**config.mk**
```make
export PLATFORM = sky130hd
export DESIGN_NAME = pipe_hazard_ctrl
export DESIGN_NICKNAME = d
export VERILOG_FILES = /design/src/rtl/pipe_hazard_ctrl_pkg.sv /design/src/rtl/pipe_hazard_ctrl_hazard_detect.sv /design/src/rtl/pipe_hazard_ctrl.sv
export SDC_FILE = /design/constraint.sdc
export NUM_CORES = 1
export LEC_CHECK = 0
export CAP_MARGIN = 30
export CORE_MARGIN = 10
export CORE_UTILIZATION = 50
export DETAILED_ROUTE_END_ITERATION = 8
export DONT_BUFFER_PORTS = 1
export PLACE_DENSITY = 0.76
export SYNTH_ARGS = -nofsm -noshare
export SYNTH_HDL_FRONTEND = slang
export SYNTH_HIERARCHICAL = 1
export SYNTH_SLANG_ARGS = --single-unit
export TNS_END_PERCENT = 10
```
**constraint.sdc**
```tcl
create_clock -name clk -period 3.45 [get_ports clk]
set_input_delay 0.5175 -clock clk [delete_from_list [all_inputs] [get_ports clk]]
set_output_delay 0.5175 -clock clk [all_outputs]
set_load 0.1 [all_outputs]
```
**src/rtl/pipe_hazard_ctrl_pkg.sv**
```systemverilog
// rtl/pipe_hazard_ctrl_pkg.sv - shared types and constants for the pipeline hazard controller
package pipe_hazard_ctrl_pkg;

    typedef enum logic [1:0] {
        RUN      = 2'd0,
        BUS_WAIT = 2'd1,
        ERR      = 2'd2
    } state_t;

    // Writeback source selects as seen in the EX stage
    localparam logic [1:0] WD_ALU = 2'b00;
    localparam logic [1:0] WD_MEM = 2'b01;
    localparam logic [1:0] WD_PC4 = 2'b10;

    localparam int STALL_CNT_W = 16;
    localparam int WAIT_CNT_W  = 4;

    function automatic logic [STALL_CNT_W-1:0] sat_inc(input logic [STALL_CNT_W-1:0] v);
        return (v == '1) ? v : v + 1'b1;
    endfunction

endpackage

```
**src/rtl/pipe_hazard_ctrl_hazard_detect.sv**
```systemverilog
// rtl/pipe_hazard_ctrl_hazard_detect.sv - combinational load-use hazard compare
// Ports:
//   id_rf_rr1/id_rf_rr2   ID source register numbers
//   id_rr1_used/rr2_used  source actually read by the ID instruction
//   ex_rf_wr/ex_rf_we     EX destination register and write enable
//   ex_wd_sel             EX writeback select (load when WD_MEM)
//   load_use              ID needs a value that the EX load has not produced yet
module hazard_detect
    import pipe_hazard_ctrl_pkg::*;
(
    input  logic [4:0] id_rf_rr1,
    input  logic [4:0] id_rf_rr2,
    input  logic       id_rr1_used,
    input  logic       id_rr2_used,
    input  logic [4:0] ex_rf_wr,
    input  logic       ex_rf_we,
    input  logic [1:0] ex_wd_sel,
    output logic       load_use
);

    logic ex_is_load;
    logic rr1_hit;
    logic rr2_hit;

    // x0 is hardwired to zero, so a load targeting it never produces a value to wait for
    assign ex_is_load = ex_rf_we && (ex_wd_sel == WD_MEM) && (ex_rf_wr != 5'd0);
    assign rr1_hit    = id_rr1_used && (id_rf_rr1 == ex_rf_wr);
    assign rr2_hit    = id_rr2_used && (id_rf_rr2 == ex_rf_wr);
    assign load_use   = ex_is_load && (rr1_hit || rr2_hit);

endmodule

```
**src/rtl/pipe_hazard_ctrl.sv**
```systemverilog
// rtl/pipe_hazard_ctrl.sv - pipeline stall/flush controller with bus-wait timeout
// Ports:
//   clk, rst                       clock, asynchronous active-high reset
//   id_rf_rr1/2, id_rr1/2_used     ID-stage source operands
//   ex_rf_wr, ex_rf_we, ex_wd_sel  EX-stage destination info
//   ex_branch_taken                EX resolved a taken branch/jump
//   mem_bus_req, bus_ack           MEM-stage bus handshake
//   pc_stall .. ex_mem_stall       hold PC / pipeline registers
//   if_id_flush, id_ex_flush       inject bubbles
//   mem_wb_bubble                  MEM/WB captures a bubble
//   bus_err                        sticky bus timeout flag
//   stall_cnt                      saturating count of pc_stall cycles
module pipe_hazard_ctrl
    import pipe_hazard_ctrl_pkg::*;
#(
    parameter int BUS_TIMEOUT = 15
) (
    input  logic                   clk,
    input  logic                   rst,
    input  logic [4:0]             id_rf_rr1,
    input  logic [4:0]             id_rf_rr2,
    input  logic                   id_rr1_used,
    input  logic                   id_rr2_used,
    input  logic [4:0]             ex_rf_wr,
    input  logic                   ex_rf_we,
    input  logic [1:0]             ex_wd_sel,
    input  logic                   ex_branch_taken,
    input  logic                   mem_bus_req,
    input  logic                   bus_ack,
    output logic                   pc_stall,
    output logic                   if_id_stall,
    output logic                   id_ex_stall,
    output logic                   ex_mem_stall,
    output logic                   if_id_flush,
    output logic                   id_ex_flush,
    output logic                   mem_wb_bubble,
    output logic                   bus_err,
    output logic [STALL_CNT_W-1:0] stall_cnt
);

    localparam logic [WAIT_CNT_W-1:0] TIMEOUT_LIM = WAIT_CNT_W'(BUS_TIMEOUT);

    state_t                  state;
    state_t                  state_nxt;
    logic [WAIT_CNT_W-1:0]   wait_cnt;
    logic [WAIT_CNT_W-1:0]   wait_cnt_nxt;
    logic                    err_set;
    logic                    bus_hold;
    logic                    load_use;

    assign bus_hold = mem_bus_req && !bus_ack;

    hazard_detect u_hazard_detect (
        .id_rf_rr1   (id_rf_rr1),
        .id_rf_rr2   (id_rf_rr2),
        .id_rr1_used (id_rr1_used),
        .id_rr2_used (id_rr2_used),
        .ex_rf_wr    (ex_rf_wr),
        .ex_rf_we    (ex_rf_we),
        .ex_wd_sel   (ex_wd_sel),
        .load_use    (load_use)
    );

    always_ff @(posedge clk or posedge rst) begin
        if (rst) begin
            state     <= RUN;
            wait_cnt  <= '0;
            bus_err   <= 1'b0;
            stall_cnt <= '0;
        end else begin
            state    <= state_nxt;
            wait_cnt <= wait_cnt_nxt;
            if (err_set) begin
                bus_err <= 1'b1;
            end
            if (pc_stall) begin
                stall_cnt <= sat_inc(stall_cnt);
            end
        end
    end

    always_comb begin
        state_nxt     = state;
        wait_cnt_nxt  = wait_cnt;
        err_set       = 1'b0;
        pc_stall      = 1'b0;
        if_id_stall   = 1'b0;
        id_ex_stall   = 1'b0;
        ex_mem_stall  = 1'b0;
        if_id_flush   = 1'b0;
        id_ex_flush   = 1'b0;
        mem_wb_bubble = 1'b0;

        case (state)
            RUN: begin
                if (bus_hold) begin
                    state_nxt    = BUS_WAIT;
                    wait_cnt_nxt = '0;
                end
            end
            BUS_WAIT: begin
                // A dropped request is treated like an ack: nothing left to wait for
                if (!bus_hold) begin
                    state_nxt    = RUN;
                    wait_cnt_nxt = '0;
                end else if (wait_cnt + 1'b1 == TIMEOUT_LIM) begin
                    state_nxt = ERR;
                    err_set   = 1'b1;
                end else begin
                    wait_cnt_nxt = wait_cnt + 1'b1;
                end
            end
            ERR: begin
                state_nxt = ERR;
            end
            default: begin
                state_nxt    = RUN;
                wait_cnt_nxt = '0;
            end
        endcase

        // Reset is asynchronous, so the decodes are gated directly rather than
        // waiting for the state register to clear.
        if (rst) begin
            pc_stall = 1'b0;
        end else if (state == ERR || bus_hold) begin
            // EX is frozen, so branch and load-use wait until the bus releases
            pc_stall      = 1'b1;
            if_id_stall   = 1'b1;
            id_ex_stall   = 1'b1;
            ex_mem_stall  = 1'b1;
            mem_wb_bubble = 1'b1;
        end else if (ex_branch_taken) begin
            // The wrong-path instruction in ID is discarded anyway, so no load-use stall
            if_id_flush = 1'b1;
            id_ex_flush = 1'b1;
        end else if (load_use) begin
            pc_stall    = 1'b1;
            if_id_stall = 1'b1;
            id_ex_flush = 1'b1;
        end
    end

endmodule

```
==> results of run 1 <==
[final cells by class]
cell class,instances,area [sq um]
clock buffers,4,26.3
fillers,226,1060
inverters,7,26.3
multi-input cells,111,830
flip-flops and latches,23,576
well taps,31,38.8
repair buffers,21,200
[per-stage QoR]
step / setup TNS [ps] / power (mW) / setup WS [ps] / area, sq um
floorplan: -29.8 / 0.780 / -29.8 / 1440
global placement: 0 / 0.883 / 893 / 1670
CTS: 0 / 1.02 / 652 / 1700
finish: 0 / 1.01 / 655 / 1700
global route: 0 / 1.05 / 492 / 1700
detailed placement: 0 / 0.896 / 671 / 1670
[routing by layer]
metal | global-route usage | vias up | part of all wire
met5 | 0 | - | 0
met4 | 0.0435 | 0 | 0.018
met3 | 0.0471 | 8 | 0.063
met2 | 0.247 | 29 | 0.55
met1 | 0.143 | 565 | 0.37
li1 | - | 562 | -
[placed cells by master (no fill, tap or decap), types with 4 or more instances in the layout]
cell type / n
a21oi_1: 5
buf_4: 18
dfrtp_1: 23
inv_1: 6
nand2_1: 6
nand2b_1: 6
nand3_1: 9
nor2_1: 6
nor3_1: 4
nor4_1: 6
o21ai_0: 6
xnor2_1: 6
xor2_1: 18
[worst register-to-register path, delay by kind of cell, from the launching register on]
family                     cells  cell delay (ps)
AOI/OAI and AO/OA              1              710
xor gates and xnor gates       1              170
adders and majority gates      1              250
buffers and inverters          1              300
DFF                            1              350
and+or+nand+nor                2              390
[cells by family after synthesis]
logic type | Yosys count | synth area share
buffers and inverters | 11 | 0.0376
DFF | 23 | 0.402
and+or+nand+nor | 62 | 0.287
muxes | 2 | 0.0175
xor gates and xnor gates | 24 | 0.147
adders and majority gates | 3 | 0.0262
AOI/OAI and AO/OA | 20 | 0.0831
[sequential cells by signal, summed over array words and instances, names as in the netlist]
| register | count |
|---|---|
| state | 2 |
| wait_cnt | 4 |
| stall_cnt | 16 |
| bus_err | 1 |
[report_power, final]
part / internal, mW / switching, mW
combinational: 0.112 / 0.445
clock: 0.0451 / 0.0757
sequential: 0.311 / 0.0195
total: 0.469 / 0.540
[worst max-delay path by stage]
stage / end / cells past startpoint
5_1_grt: pc_stall / 8
2_1_floorplan: if_id_flush / 3
3_3_place_gp: if_id_stall / 8
4_1_cts: if_id_stall / 8
6_report: if_id_stall / 8
3_5_place_dp: if_id_stall / 8
==> reports/metrics.cfg, run 1 <==
[run_status]
status=complete, no violations

[cells_and_area]
area_growth_pct=18.5
final_util=0.615
final_layout_size_suffix_gt1_frac=0.211
diodes=0
fin_nets=195
finalNonFillerCells=197

[floorplanning]
initial_core_util=0.519
die_w_um=73.5
io_pins=49
fp.dieH_um=73.5
rows=19
core_area_sq_mm=0.00276
die-area_sq_mm=0.00540

[sta]
worst-slew-pin-transition_ps=906
min_period_ps=2790
finalMaxSlewViolations=0
finalClockSkew_ps=3.00
holdWs_ps=255
fmax_ghz=0.358
hold_violations=0
relSlewSlack=0.396
rsz0062_at_grt=no
post-route-period-util=0.810
final-setup-viol-count=0

[clocking]
htreeDepth=1
cts_sinks=23
postCtsHoldBufs=0
cts-root-buf=clkbuf_4
cts_repair_resize_count=0
cts_buffers=3
clk_pin_slew_ps=120
cts_buffer_depth=2
cts_setup_buffers=0
cts_tree=yes
insertion_delay_ps=300

[worst_setup_path]
cp_data_arrival_time_ps=2280
r2r-start=stall_cnt[1]
criticalPathCategory=in -> out
r2r_setup_slack_ps=1160
cp-startpoint=ex_rf_wr[1]
reg2reg_depth=6
crit_path_max_incr_delay_ps=380
crit_fanout=11
worstPathCellList=xor2_1 -> nor4_1 -> nand3_1 -> a21oi_1 -> nand2b_1 -> a31o_1 -> inv_2 -> buf_12
cp.required_ps=2930
critPathLaunchType=primary input
slowest_stage=a31o_1
path_delay_family=simple AND/OR/NAND/NOR gates
cp-end-kind=primary output
reg2reg_to=stall_cnt[14]
worst-path-buf-inv=2

[logic_synthesis]
yosysTopAreaCell=dfrtp_1
synthDistinctLibCells=39
synth_commonest_cells=dfrtp_1, xor2_1, nand3_1
ys_seq_area_frac=0.402
synth.area.top_cells=dfrtp_1, xor2_1, xnor2_1
syn_inst=145
synth-edff-count=0
synthArstFlopShare=1.00
ys_ff_latch=23
syn-cell-area_sq_mm=0.00143
synthMostInstantiatedCell=dfrtp_1
synth_fp_nets=173
synth_ff_type=dfrtp_1
avgSynthCellArea_sq_um=9.87
ys_warn_count=6
synth_top_area_frac=0.402

[min_path]
hp-class=in -> async

[global_routing]
antenna_found_initial=0
grt_max_degree=24
grt_pass1_vias=1200
grtUsageTotal=0.137
grt_remaining_overflow=0
grt_pass1_wl_um=5950

[power_and_ir_drop]
powerDensity_mw_per_mm2=594
irDropWorstVdd_mv=0.874
leakage_nw=0.734

[placement]
dp_cells=193
portBuffers=0
hpwl_um=2840
place_congestion=0.740

[drt]
wl_per_cell_um=18.1
postRouteAntennaNets=0
vias=1164
vias_per_cell=5.91
drt_wl_total_um=3560
drt_iter0_drc=44
drt_pre_antenna_iters=4
drc=0

[job]
drv_cap=0

No activity file was read; power rests on OpenSTA's default activity.
==> run 2, diff against run 1 <==
clock period = 2.8 ns   (was 3.45 ns; I/O delays follow)
==> run 2 against run 1 <==
Clock skew down 0.51 ps; global-route usage down 0.12 points; combinational power up 21%; clock power up 24%; die area unchanged; final cell count up 0.51%; cell area up 0.44%.
==> reports/metrics.cfg, run 2 (same netlist as run 1, synthesis figures left out) <==
[run_status]
status=complete, no violations

[cells_and_area]
final_layout_size_suffix_gt1_frac=0.216  ; +0.00473
area_growth_pct=19.1
top_register=stall_cnt
fill_cells=220  ; -2.7%
seq_area_sq_um=576  ; unchanged
multi_input_area_sq_um=830  ; unchanged
diodes=0  ; unchanged
finalNonFillerCells=198  ; +0.51%
most-common-layout-cells=dfrtp_1, buf_4, xor2_1, nand3_1
final_util=0.618  ; +0.00272
fin_nets=196  ; +0.51%
mostFrequentLayoutCell=dfrtp_1
largest_reg_flops=16  ; unchanged
reg.largest.list=stall_cnt: 16 flops, wait_cnt: 4 flops, state: 2 flops

[worst_setup_path]
worstPathCellList=xor2_1 -> nor4_2 -> nand3_1 -> a21oi_1 -> nand2b_1 -> a31o_1 -> inv_2 -> buf_12
cp-startpoint=ex_rf_wr[0]
cp.required_ps=2380  ; -550 ps
critPathLaunchType=primary input
cp_data_arrival_time_ps=2080  ; -200 ps
r2r_setup_slack_ps=900  ; -260 ps
r2r-start=stall_cnt[0]
endpoint=if_id_stall
reg2reg_to=stall_cnt[1]
reg2reg_depth=5  ; -1
crit_path_max_incr_delay_ps=390  ; about the same
cp-end-kind=primary output
slowest_stage=a31o_1
crit_fanout=11  ; unchanged
criticalPathCategory=in -> out
path_delay_family=compound AO/OA/AOI/OAI gates
worst-path-buf-inv=2  ; unchanged
path_depth=8  ; unchanged

[global_routing]
grt_remaining_overflow=0  ; unchanged
grt_pass1_vias=1226  ; +2.2%
antenna_found_initial=0  ; unchanged
grtUsageTotal=0.135  ; -0.00123
grt_pass1_wl_um=5910  ; -0.57%
grt_max_degree=24  ; unchanged

[power_and_ir_drop]
power_switching_uw=666  ; +23%
p_int_uw=579  ; +23%
sequentialPowerShare=0.337  ; +0.009
sw_frac_of_total=0.535  ; about the same
p_comb_frac=0.542  ; -0.010
clkPwrFrac=0.121  ; about the same
irDropWorstVdd_mv=0.640  ; -27%
powerDensity_mw_per_mm2=730  ; +23%
leakage_nw=0.740  ; +0.74%

[clocking]
cts_repair_resize_count=0  ; unchanged
cts_sinks=23  ; unchanged
cts_setup_buffers=0  ; unchanged
postCtsHoldBufs=0  ; unchanged
insertion_delay_ps=300  ; about the same
htreeDepth=1  ; unchanged
cts_buffers=3  ; unchanged
cts_buffer_depth=2  ; unchanged
cts-root-buf=clkbuf_4
cts_tree=yes
clk_pin_slew_ps=120  ; about the same

[drt]
drt_wl_total_um=3510  ; -1.3%
vias=1152  ; -1.0%
drc=0  ; unchanged
vias_per_cell=5.82  ; -1.5%
postRouteAntennaNets=0  ; unchanged
drt_iter0_drc=29  ; -34%
drt_pre_antenna_iters=4  ; unchanged
wl_per_cell_um=17.7  ; -1.8%

[floorplanning]
io_pins=49  ; unchanged
core_area_sq_mm=0.00276  ; unchanged
fp.dieH_um=73.5  ; unchanged
rows=19  ; unchanged
die_w_um=73.5  ; unchanged
die-area_sq_mm=0.00540  ; unchanged
initial_core_util=0.519  ; unchanged

[placement]
dp_cells=194  ; +0.52%
place_congestion=0.796  ; +7.5%
hpwl_um=2880  ; +1.1%
place_ws_ps=318  ; -353 ps
portBuffers=0  ; unchanged

[sta]
worst-slew-pin-transition_ps=891  ; -15.6 ps
rsz0062_at_grt=no
holdWs_ps=150  ; -105 ps
min_period_ps=2500
setup_ws_ps=298  ; -357 ps
finalMaxSlewViolations=0  ; unchanged
relSlewSlack=0.406  ; +0.0104
post-route-period-util=0.894
hold_violations=0  ; unchanged
final-setup-viol-count=0  ; unchanged
fmax_ghz=0.400
finalClockSkew_ps=2.49  ; -0.507 ps

[min_path]
hp-class=in -> async

[job]
drv_cap=0  ; unchanged

==> run 2: changes by cell type in the layout (fill, tap and decap cells not counted), sizes merged <==
cell  previous run  this run
buf             20        21
==> run 2: through the flow <==
step | TNS [ps] | cell area (sq um) | total power, mW
global placement | 0 | 1680 | 1.09
detailed placement | 0 | 1680 | 1.10
global route | 0 | 1700 | 1.31
floorplan | -1290 | 1440 | 0.961
CTS | 0 | 1700 | 1.25
finish | 0 | 1700 | 1.24
==> run 2: layout make-up <==
cell class,count,share of cell area
timing repair buffer,22,0.122
multi-input combinational,111,0.487
sequential,23,0.338
clock buffer,4,0.0154
inverter,7,0.0154
tap,31,0.0228
==> run 2: worst min path at each step <==
stage / startpoint / endpoint / cells after the start
finish: rst / wait_cnt[3] / 1
global route: rst / stall_cnt[9] / 1
floorplan: rst / bus_err / 1
detailed placement: rst / bus_err / 1
global placement: state[0] / state[0] / 1
CTS: rst / bus_err / 1
==> run 2: metal layers <==
metal  part of all wire  track usage
met2               0.55        0.239
met4              0.012       0.0435
met3              0.059       0.0363
met1               0.38        0.153
met5                  0            0
==> run 2: power by group through the flow <==
stage	Combinational, mW	Sequential, mW	Clock, mW
final	0.675	0.420	0.150
after global routing	0.707	0.429	0.172
after global placement	0.664	0.424	0
after CTS	0.680	0.420	0.153
after detailed placement	0.678	0.427	0
after floorplan	0.140	0.822	0
==> variant (settings of run 2) <==
The package constant `WAIT_CNT_W` goes from 4 to 5.
--- a/src/rtl/pipe_hazard_ctrl_pkg.sv
+++ b/src/rtl/pipe_hazard_ctrl_pkg.sv
@@ -15,3 +15,3 @@
     localparam int STALL_CNT_W = 16;
-    localparam int WAIT_CNT_W  = 4;
+    localparam int WAIT_CNT_W  = 5;
 
Function: same outputs for any inputs over 10 cycles, from zero or initial values and one cycle with rst high; that may be too few to reach the edited logic, so the function may still have changed.
==> variant against run 2 <==
- total power increased by 4.9%
- synthesized area up 6.3%
- largest power group unchanged
- sequential share of layout area increased by 0.10 points
- sequential cell count up 1
- die area rose by 4.6%
- non-clock buffer count is the same
- design area is 4.0% higher
- wire length increased by 2.1%
- largest cell class unchanged
- setup slack improved by 0.059 ns
- via count is 0.69% higher
==> variant: results (changes against run 2) <==
metric	value	unit	change
outcome	finished clean		
Slowest-stage cell, CP	nor4_1		
pin count of the biggest net entering global routing	25		+4.2%
hold slack	0.180	ns	+0.0298 ns
synthesized instance count	147		+1.4%
Post-DP Area	0.00175	sq mm	+4.3%
Top delay family on crit path	simple AND/OR/NAND/NOR gates		
area delta synth->final	16.5	%	
met2 usage	25.6	%	+1.8 points
met2 WL post-DR	2040	um	+6.2%
largest fanout on the critical path	16		+5
R2R cell count	6		+1
DR WL met3	189	um	-8.3%
peak supply drop	0.421	mV	-34%
routed via count	1160		+0.69%
biggest regs	stall_cnt x16, wait_cnt x5, state x2		
Synth area leaders	dfrtp_1 (39%), xor2_1 (14%), nand3_1 (3.6%)		
DR WL/cell	18.1	um	+2.1%
Synth Area in Compound Gates	7.65	%	-0.66 points
proportion of synthesized area in mux cells	0.740	%	-1.0 points
most frequent cells after synthesis	xor2_1 (25), dfrtp_1 (24), nand3_1 (11)		
GPL Wtd Cong	0.836		+5.1%
leakage	0.761	nW	+2.9%
crit path time final	2.44	ns	-0.0592 ns
CP Data Arrival Time	2.02	ns	-0.06 ns
max incr delay on CP	0.33	ns	-0.06 ns
WL met1	1320	um	-2.1%
Fill cells	227		+3.2%
sw frac	54.2	%	+0.71 points
[variant: cell count changes in the layout (fill, tap and decap cells not counted), moves of 2 or more]
cell             run 2  this run
a21oi_1              5         1
inv_1                6         2
nand2b_1             6         4
nand3_1              9        11
nor2b_1              0         2
nor3_1               4         6
nor4_1               6         2
nor4_2               1         4
or3_1                2         0
xnor2_1              6         2
xor2_1              18        25
[variant: power by group through the flow]
stage / logic (mW) / clock network, mW / registers [mW]
after floorplan: 0.151 / 0 / 0.866
after global placement: 0.708 / 0 / 0.447
after detailed placement: 0.719 / 0 / 0.449
after CTS: 0.721 / 0.155 / 0.443
after global routing: 0.743 / 0.166 / 0.451
final: 0.711 / 0.151 / 0.443
[variant: cell type report]
cell class | instances | share of cell area, %
Multi-Input combinational cell | 115 | 50.3
Inverter | 3 | 0.635
Timing Repair Buffer | 22 | 11.7
Clock buffer | 3 | 1.27
Tap cell | 31 | 2.19
Sequential cell | 24 | 33.9
